$ cat src/rtl/ntt_bram_stream_reader_if.sv
// Purpose: control, BRAM read port and AXI-Stream master bundle for the NTT BRAM stream reader.
// Latency: none, wires only.
// Backpressure: carries m_tready from the sink back to the reader.
interface ntt_bram_stream_reader_if #(
    parameter int DW = 128,
    parameter int LW = 7,
    parameter int AW = 13
);
    logic          start;
    logic [LW-1:0] base_word;
    logic [LW:0]   len;
    logic          busy;
    logic          done;

    logic          bram_EN;
    logic [3:0]    bram_WE;
    logic [AW-1:0] bram_A;
    logic [DW-1:0] bram_Do;

    logic [DW-1:0] m_tdata;
    logic          m_tvalid;
    logic          m_tready;
    logic          m_tlast;

    // Reader side: drives BRAM address/enable and the stream.
    modport master (
        input  start, base_word, len, bram_Do, m_tready,
        output busy, done, bram_EN, bram_WE, bram_A, m_tdata, m_tvalid, m_tlast
    );

    // Environment side: issues commands, models the BRAM, consumes the stream.
    modport slave (
        output start, base_word, len, bram_Do, m_tready,
        input  busy, done, bram_EN, bram_WE, bram_A, m_tdata, m_tvalid, m_tlast
    );
endinterface

$ cat src/rtl/ntt_bram_stream_reader.sv
// Purpose: streams LEN consecutive BRAM words from BASE (wrapping) out as an AXI-Stream burst with TLAST.
// Latency: start at t -> first read issued t+1 -> word captured t+2 -> m_tvalid at t+3; 1 beat/cycle sustained.
// Backpressure: 2-entry output FIFO with read credits; reads stop when FIFO plus in-flight read would exceed 2.
module ntt_bram_stream_reader #(
    parameter int DW = 128,
    parameter int WL = 128,
    parameter int AW = 13
) (
    input logic                      CLK,
    input logic                      RST,
    ntt_bram_stream_reader_if.master bus
);
    localparam int LW = $clog2(WL);

    typedef enum logic [1:0] {
        S_IDLE  = 2'd0,
        S_RUN   = 2'd1,
        S_DRAIN = 2'd2
    } state_t;

    state_t        state;
    state_t        state_nxt;

    logic [LW-1:0] base_q;
    logic [LW:0]   len_q;
    logic [LW:0]   issued;
    logic [LW:0]   beat_cnt;
    logic          inflight;
    logic [DW-1:0] fifo_mem [2];
    logic          wr_ptr;
    logic          rd_ptr;
    logic [1:0]    occ;
    logic          en_q;
    logic          done_q;

    logic          start_acc;
    logic          start_run;
    logic          start_zero;
    logic          tvalid_int;
    logic          tlast_int;
    logic          pop;
    logic          last_pop;
    logic          issue;
    logic          last_issue;
    logic [2:0]    credit_use;
    logic [LW-1:0] idx;

    // Word index of the next read; LW-bit add gives the wrap modulo WL for free.
    assign idx = base_q + issued[LW-1:0];

    // State register.
    always_ff @(posedge CLK or posedge RST) begin
        if (RST) begin
            state <= S_IDLE;
        end else begin
            state <= state_nxt;
        end
    end

    // Next-state: RUN while reads remain to issue, DRAIN until the last beat leaves.
    always_comb begin
        state_nxt = state;
        case (state)
            S_IDLE:  if (start_run)  state_nxt = S_RUN;
            S_RUN:   if (last_issue) state_nxt = S_DRAIN;
            S_DRAIN: if (last_pop)   state_nxt = S_IDLE;
            default: state_nxt = S_IDLE;
        endcase
    end

    // Per-cycle control: start acceptance, stream handshake and credit-gated read issue.
    always_comb begin
        start_acc  = (state == S_IDLE) && bus.start;
        start_run  = start_acc && (bus.len != '0);
        start_zero = start_acc && (bus.len == '0);
        tvalid_int = (occ != 2'd0);
        tlast_int  = tvalid_int && (beat_cnt == (len_q - 1'b1));
        pop        = tvalid_int && bus.m_tready;
        last_pop   = pop && tlast_int;
        credit_use = {1'b0, occ} + {2'b00, inflight};
        // A pop this cycle frees a slot in time for the word this read returns.
        issue      = (state == S_RUN) && (issued < len_q) &&
                     ((credit_use < 3'd2) || ((credit_use == 3'd2) && pop));
        last_issue = issue && ((issued + 1'b1) == len_q);
    end

    // Transfer parameters and issue/beat counters, loaded on an accepted non-empty start.
    always_ff @(posedge CLK or posedge RST) begin
        if (RST) begin
            base_q   <= '0;
            len_q    <= '0;
            issued   <= '0;
            beat_cnt <= '0;
        end else if (start_run) begin
            base_q   <= bus.base_word;
            len_q    <= bus.len;
            issued   <= '0;
            beat_cnt <= '0;
        end else begin
            if (issue) issued   <= issued + 1'b1;
            if (pop)   beat_cnt <= beat_cnt + 1'b1;
        end
    end

    // Read pipeline and 2-entry output FIFO; Do is captured the cycle after its address issued.
    always_ff @(posedge CLK or posedge RST) begin
        if (RST) begin
            inflight    <= 1'b0;
            fifo_mem[0] <= '0;
            fifo_mem[1] <= '0;
            wr_ptr      <= 1'b0;
            rd_ptr      <= 1'b0;
            occ         <= 2'd0;
        end else begin
            inflight <= issue;
            if (inflight) begin
                fifo_mem[wr_ptr] <= bus.bram_Do;
                wr_ptr           <= ~wr_ptr;
            end
            if (pop) rd_ptr <= ~rd_ptr;
            case ({inflight, pop})
                2'b10:   occ <= occ + 2'd1;
                2'b01:   occ <= occ - 2'd1;
                default: occ <= occ;
            endcase
        end
    end

    // BRAM enable held through RUN, DRAIN and the done cycle so every capture sees live Do; done pulse.
    always_ff @(posedge CLK or posedge RST) begin
        if (RST) begin
            en_q   <= 1'b0;
            done_q <= 1'b0;
        end else begin
            en_q   <= (state_nxt != S_IDLE) || ((state == S_DRAIN) && last_pop);
            done_q <= ((state == S_DRAIN) && last_pop) || start_zero;
        end
    end

    // Output drive: read-only BRAM port, stream from FIFO head, status from state.
    always_comb begin
        bus.busy     = (state != S_IDLE);
        bus.done     = done_q;
        bus.bram_EN  = en_q;
        bus.bram_WE  = 4'b0000;
        bus.bram_A   = {{(AW-LW-2){1'b0}}, idx, 2'b00};
        bus.m_tdata  = fifo_mem[rd_ptr];
        bus.m_tvalid = tvalid_int;
        bus.m_tlast  = tlast_int;
    end
endmodule

$ cat src/flat_wrapper.sv
// flat-port wrapper written by rule: the top's interface ports become plain ports
module ntt_bram_stream_reader_flat 
#(
    parameter int DW = 128,
    parameter int WL = 128,
    parameter int AW = 13
)
  (CLK, RST, bus_start, bus_base_word, bus_len, bus_bram_Do, bus_m_tready, bus_busy, bus_done, bus_bram_EN, bus_bram_WE, bus_bram_A, bus_m_tdata, bus_m_tvalid, bus_m_tlast);
  ntt_bram_stream_reader_if #(.DW(DW), .LW((7)), .AW(AW)) bus_i ();
  input logic CLK;
  input logic RST;
  input wire logic [$bits(bus_i.start)-1:0] bus_start;
  input wire logic [$bits(bus_i.base_word)-1:0] bus_base_word;
  input wire logic [$bits(bus_i.len)-1:0] bus_len;
  input wire logic [$bits(bus_i.bram_Do)-1:0] bus_bram_Do;
  input wire logic [$bits(bus_i.m_tready)-1:0] bus_m_tready;
  output wire logic [$bits(bus_i.busy)-1:0] bus_busy;
  output wire logic [$bits(bus_i.done)-1:0] bus_done;
  output wire logic [$bits(bus_i.bram_EN)-1:0] bus_bram_EN;
  output wire logic [$bits(bus_i.bram_WE)-1:0] bus_bram_WE;
  output wire logic [$bits(bus_i.bram_A)-1:0] bus_bram_A;
  output wire logic [$bits(bus_i.m_tdata)-1:0] bus_m_tdata;
  output wire logic [$bits(bus_i.m_tvalid)-1:0] bus_m_tvalid;
  output wire logic [$bits(bus_i.m_tlast)-1:0] bus_m_tlast;
  assign bus_i.start = bus_start;
  assign bus_i.base_word = bus_base_word;
  assign bus_i.len = bus_len;
  assign bus_i.bram_Do = bus_bram_Do;
  assign bus_i.m_tready = bus_m_tready;
  assign bus_busy = bus_i.busy;
  assign bus_done = bus_i.done;
  assign bus_bram_EN = bus_i.bram_EN;
  assign bus_bram_WE = bus_i.bram_WE;
  assign bus_bram_A = bus_i.bram_A;
  assign bus_m_tdata = bus_i.m_tdata;
  assign bus_m_tvalid = bus_i.m_tvalid;
  assign bus_m_tlast = bus_i.m_tlast;
  ntt_bram_stream_reader #(.DW(DW), .WL(WL), .AW(AW)) u_core (.CLK(CLK), .RST(RST), .bus(bus_i));
endmodule
$ cat config.mk
export PLATFORM = sky130hd
export DESIGN_NAME = ntt_bram_stream_reader_flat
export DESIGN_NICKNAME = d
export VERILOG_FILES = /design/src/rtl/ntt_bram_stream_reader_if.sv /design/src/rtl/ntt_bram_stream_reader.sv /design/src/flat_wrapper.sv
export SDC_FILE = /design/constraint.sdc
export NUM_CORES = 1
export LEC_CHECK = 0
export BUFFER_PORTS_ARGS = -buffer_cell sky130_fd_sc_hd__buf_2
export CORE_UTILIZATION = 50
export DETAILED_ROUTE_END_ITERATION = 12
export PLACE_DENSITY = 0.76
export SLEW_MARGIN = 20
export SYNTH_ARGS = -nofsm -noshare
export SYNTH_HDL_FRONTEND = slang
export SYNTH_SLANG_ARGS = --single-unit
$ cat constraint.sdc
create_clock -name CLK -period 12 [get_ports CLK]
set_clock_uncertainty 0.05 [all_clocks]
set_input_delay 1.2 -clock CLK [delete_from_list [all_inputs] [get_ports CLK]]
set_output_delay 1.2 -clock CLK [all_outputs]
set_load 0.02 [all_outputs]
; Word level (Yosys, flattened, before mapping)
; Cells that the tools add are included.
[totals]
ff_bits = 296
latch_bits = 0
mem_bits_rw = 0
mem_bits_ro = 0
input_bits = 147
output_inout_bits = 150
elab_cells = 75
memories = 0
[op_classes]
add_sub_neg = 7
mul = 0
div_mod_pow = 0
magnitude_cmp = 5
eq_ne = 7
shifts = 0
n_mux = 15
bitwise_logic = 4
n_reduce_logical = 24
[ops]
columns = operator, count
row1 = $mux W128, 4
row2 = $bwmux W256, 1
row3 = $demux W128 S1, 1
row4 = $mux W8, 4
row5 = $add A8 B1 Y8 const B, 2
row6 = $eq A8 B8 Y1, 2
row7 = $logic_and A1 B1 Y1, 12
row8 = $reduce_bool A2 Y1, 6
row9 = $logic_not A8 Y1, 1
row10 = $lt A8 B8 Y1, 1
row11 = $reduce_bool A8 Y1, 1
row12 = $sub A8 B1 Y8 const B, 1
row13 = $add A7 B7 Y7, 1
row14 = $mux W2, 3
row15 = $pmux W2 S3, 1
row16 = $eq A2 B1 Y1 const B, 2
row17 = $eq A2 B2 Y1 const B, 2
row18 = $ge A2 B2 Y1 const B, 2
row19 = $not A1 Y2, 2
row20 = $pmux W2 S2, 1
row21 = $add A2 B1 Y3, 1
row22 = $eq A3 B2 Y1 const B, 1
row23 = $logic_or A1 B1 Y1, 3
row24 = $lt A3 B2 Y1 const B, 1
row25 = other kinds (5), 6

; Depth between registers and ports, before layout
[depth]
depth_word = 10
mapped_depth = 11
ltp_nobuf = 9

; Least setup slack after synthesis
; No wires, ideal clock.
[synth_path]
path_kind = register to output
from = register u_core.len_q[0]
to = output port bus_m_tlast
arrival_ps = 1981
required_time_ps = 10750
slack_ps = 8769
path_stages_with_launch = 8
n_path_buf = 0
cell_sequence = dfrtp_1 -> inv_1 -> ha_1 -> nor3b_1 -> nand3_1 -> xnor2_1 -> a2111o_1 -> nor3_1
[synth_between]
elab_chain_cells = 3
[synth_lines]
columns = item, line
row1 = from (decl), ntt_bram_stream_reader.sv:25  ; logic [LW:0] len_q;
row2 = from (signal assigned), ntt_bram_stream_reader.sv:96  ; len_q <= bus.len;
row3 = $sub A8 B1 Y8, ntt_bram_stream_reader.sv:77  ; tlast_int = tvalid_int && (beat_cnt == (len_q - 1'b1));
row4 = $eq A8 B8 Y1, ntt_bram_stream_reader.sv:77
row5 = $logic_and A1 B1 Y1, ntt_bram_stream_reader.sv:77
row6 = to (decl), flat_wrapper.sv:24  ; output wire logic [$bits(bus_i.m_tlast)-1:0] bus_m_tlast;
; No other way between the ends.

; Worst setup path in the final report
[layout_path]
from = register u_core.rd_ptr
to = output port bus_m_tdata[42]
[layout_between]
elab_chain_cells = 4
[layout_lines]
columns = item, line
row1 = from (decl), ntt_bram_stream_reader.sv:31  ; logic rd_ptr;
row2 = from (signal assigned), ntt_bram_stream_reader.sv:120  ; if (pop) rd_ptr <= ~rd_ptr;
row3 = $not A1 Y2 (implied by the code), ntt_bram_stream_reader.sv:147  ; bus.m_tdata = fifo_mem[rd_ptr];
row4 = $mux W128 (implied by the code) (3 in a row), ntt_bram_stream_reader.sv:147
row5 = to (decl), flat_wrapper.sv:22  ; output wire logic [$bits(bus_i.m_tdata)-1:0] bus_m_tdata;
; No other way between the ends. The select of a mux whose other input is x is not followed.

==> flow_summary.toml <==
[route]
routed_wl_um = 29200
drc_errors = 2
via_per_inst = 5.35
drtIter0Drc = 428
wl_per_cell_um = 17.9
firstDrtPassIters = 10
vias = 8744
antenna_left = 0

[timing]
fin_setup_tns_ns = 0
slew_viol_final = 0
setup_viol = 0
fmax_mhz = 230
post-route-min-period_ns = 4.35
worstMarginPinSlew_ns = 1.04
hold_viol_final = 0
period_share_pct = 36.2
rsz0062_at_grt = "no"
max_slew_margin_pct = 31.0

[placed_design]
place.gp.congestion = 0.809
dp_hpwl_um = 19100
port_buffers = 286
dp.cells = 1572

[layout]
num-fill-cells = 2129
final-seq-area_sq_mm = 0.00741
fin_util_pct = 61.1
areaGrowthSynthToFinish_pct = 20.3
multi_input_area_sq_mm = 0.00590
drive_gt1_share_pct = 57.1
nets = 1432
instances_no_fill = 1634

[grt]
grt_max_degree = 172
gr-usage-all-layers_pct = 20.6
grt_pass1_wl_um = 47000
grt_pass1_vias = 9158
antenna_found_initial = 7
grt_overflow = 0

[hold_path]
hold_class = "flop to flop"

[synthesis]
yosysUniqueCellTypes = 53
netlist_area_sq_mm = 0.0136
synth-async-reset-ratio_pct = 100
synth_warnings = 0
syn_inst = 995
ys_ff_latch = 296
synth-edff-count = 0
syn_avg_cell_area_sq_um = 13.7
synth-main-ff-cell = "dfrtp_1"
seq_area_frac_synth_pct = 54.3

[pwr]
seqPwrFrac_pct = 34.7
switching_power_uw = 1860
clockPowerShare_pct = 19.6
swShare_pct = 36.4
peakVddDrop_mv = 0.223
p_per_area_mw_per_mm2 = 312
internal-power_uw = 3260
p_leak_uw = 0.00758
p_comb_share_pct = 45.7

[cts]
htree_levels = 1
clock_latency_ns = 0.55
ctsHoldBuffers = 0
cts_buffers = 30
clk_pin_slew_ns = 0.06
root_buffer = "clkbuf_16"
post_cts_buffers = 0
cts-resized-gates = 0
cts_num_sinks = 296
clk_path_buf_depth = 3
cts_tree = "yes"

[floorplan]
initial_core_util_pct = 50.8
fp.dieW_um = 167
die_area_sq_mm = 0.0280
ioPinCount = 297
die_y_um = 167
row_count = 60
core_sq_mm = 0.0269

[critical_path]
cp_max_fo = 70
slowest_delay_ns = 1.01
worst-setup-path-type = "flop to output pin"
cp_data_required_time_ns = 10.75
critical_path_buf_inv_count = 2
critPathTopFamily = "buffers and inverters"
cpMaxStageDelayCell = "dfrtp_4"
startpoint_type = "flop"
crit_chain = "buf_4 > mux2_2 > buf_2"
crit_arrival_ns = 3.10
endpoint_kind = "output pin"

[status]
failed_checks = "design-rule violations"
outcome = "finished with violations"

[job]
maxCapViolCount = 0
## Yosys cell counts, drive strengths merged (2+ instances only)
master | number | area share [%]
a31oi | 3 | 0.14
a211oi | 2 | 0.11
nand4 | 2 | 0.092
clkbuf | 50 | 1.4
inv | 25 | 0.72
dfrtp | 296 | 54
a21o | 6 | 0.33
nor4 | 4 | 0.18
o211ai | 4 | 0.22
and3 | 5 | 0.23
nand2b | 4 | 0.18
o21a | 2 | 0.11
nand3 | 13 | 0.48
nor3b | 2 | 0.11
a21oi | 11 | 0.40
nand2 | 45 | 1.3
xor2 | 17 | 1.1
o2111ai | 2 | 0.13
or4 | 2 | 0.11
mux2 | 385 | 32
and2 | 3 | 0.14
a2111o | 2 | 0.17
xnor2 | 14 | 0.90
o21bai | 2 | 0.11
buf | 14 | 0.77
or2 | 3 | 0.16
nor2b | 5 | 0.23
nor2 | 16 | 0.44
ha | 21 | 1.9
o21ai | 14 | 0.51
nor3 | 6 | 0.22
## kinds of logic after synthesis
family          after synthesis  synth area share (%)
simple gates                113                  4.03
flops                       296                  54.3
mux                         386                  31.9
compound gates               57                  2.87
xor+xnor                     31                  1.99
fa+ha+maj                    22                  2.07
other cells                   1                0.0275
buf+inv                      89                  2.87
## cell type report
type / instances / share of cell area [%]
Sequential cell: 296 / 45.1
Multi-Input combinational cell: 619 / 35.9
Timing Repair Buffer: 291 / 9.02
Clock buffer: 48 / 5.72
Tap cell: 341 / 2.60
Clock inverter: 8 / 0.854
Inverter: 25 / 0.648
Antenna cell: 6 / 0.0914
## registers in the layout, summed over array words and instances (netlist names), 2 cells and up
signal,cells
u_core.len_q,8
u_core.fifo_mem,256
u_core.base_q,7
u_core.occ,2
u_core.beat_cnt,8
u_core.issued,8
u_core.state,2
## layout by cell type (no fill, tap or decap), types with 4 or more instances in the layout
cell       netlist  layout
nor2_1          16      15
o21ai_0         14      14
a21oi_1         11      11
inv_1           24      23
dfrtp_1        296     295
buf_2            0     286
nor2b_1          5       5
buf_4           10       4
xnor2_1         14      14
clkinv_2         0       4
nand2_1         44      43
diode_2          0       6
ha_1            21      21
xor2_1          17      17
conb_1           1      10
clkbuf_1        50       7
clkbuf_8         0      10
nand2b_1         4       4
mux2_2         384     384
nor3_1           6       6
nor4_1           4       4
and3_1           5       5
clkbuf_16        0      31
o211ai_1         4       4
nand3_1         13      13
a21o_1           6       6
bufinv_16        0       4
## worst register-to-register path, cell delays in order, from the launching register on
cell     delay, ns
dfrtp_1       0.45
nand2_4       0.69
buf_4         0.87
mux2_2        0.50
## path summary, 6_finish.rpt
path | slack, ns | startpoint | end | cells after the start
worst max-delay path | 7.65 | u_core.rd_ptr | bus_m_tdata[42] | 3
worst min-delay path | 0.44 | u_core.base_q[5] | u_core.base_q[5] | 2
worst max register to register | 9.32 | u_core.wr_ptr | u_core.fifo_mem[98] | 3
worst min register to register | 0.44 | u_core.base_q[5] | u_core.base_q[5] | 2
max in group asynchronous | 9.66 | RST | u_core.fifo_mem[185] | 3
min in group asynchronous | 0.75 | RST | u_core.fifo_mem[239] | 2
## power groups by stage
| stage | logic, uW | clock network, uW | registers (uW) |
|---|---|---|---|
| 2_1_floorplan | 1840 | 0 | 1650 |
| 3_3_place_gp | 2320 | 0 | 1770 |
| 3_5_place_dp | 2350 | 0 | 1790 |
| 4_1_cts | 2370 | 1030 | 1770 |
| 5_1_grt | 2500 | 1060 | 1840 |
| 6_report | 2340 | 1000 | 1780 |
## stage by stage
step / total power (uW) / setup WS [ns] / hold WS [ns] / cell area [sq um]
after floorplan: 3500 / 2.57 / 0.399 / 13700
after global placement: 4090 / 8.22 / 0.413 / 15300
after detailed placement: 4140 / 8.22 / 0.423 / 15300
after CTS: 5170 / 7.60 / 0.437 / 16400
after global routing: 5400 / 7.52 / 0.458 / 16400
final: 5120 / 7.65 / 0.438 / 16400
## routing by layer
metal | share of wire, % | up-vias | global-route usage, %
li1 | - | 4061 | -
met3 | 5.4 | 58 | 4.30
met5 | 0.045 | - | 0
met1 | 44 | 4383 | 26.7
met2 | 48 | 240 | 34.4
met4 | 3.1 | 2 | 7.42
No activity file was read; power rests on OpenSTA's default activity.
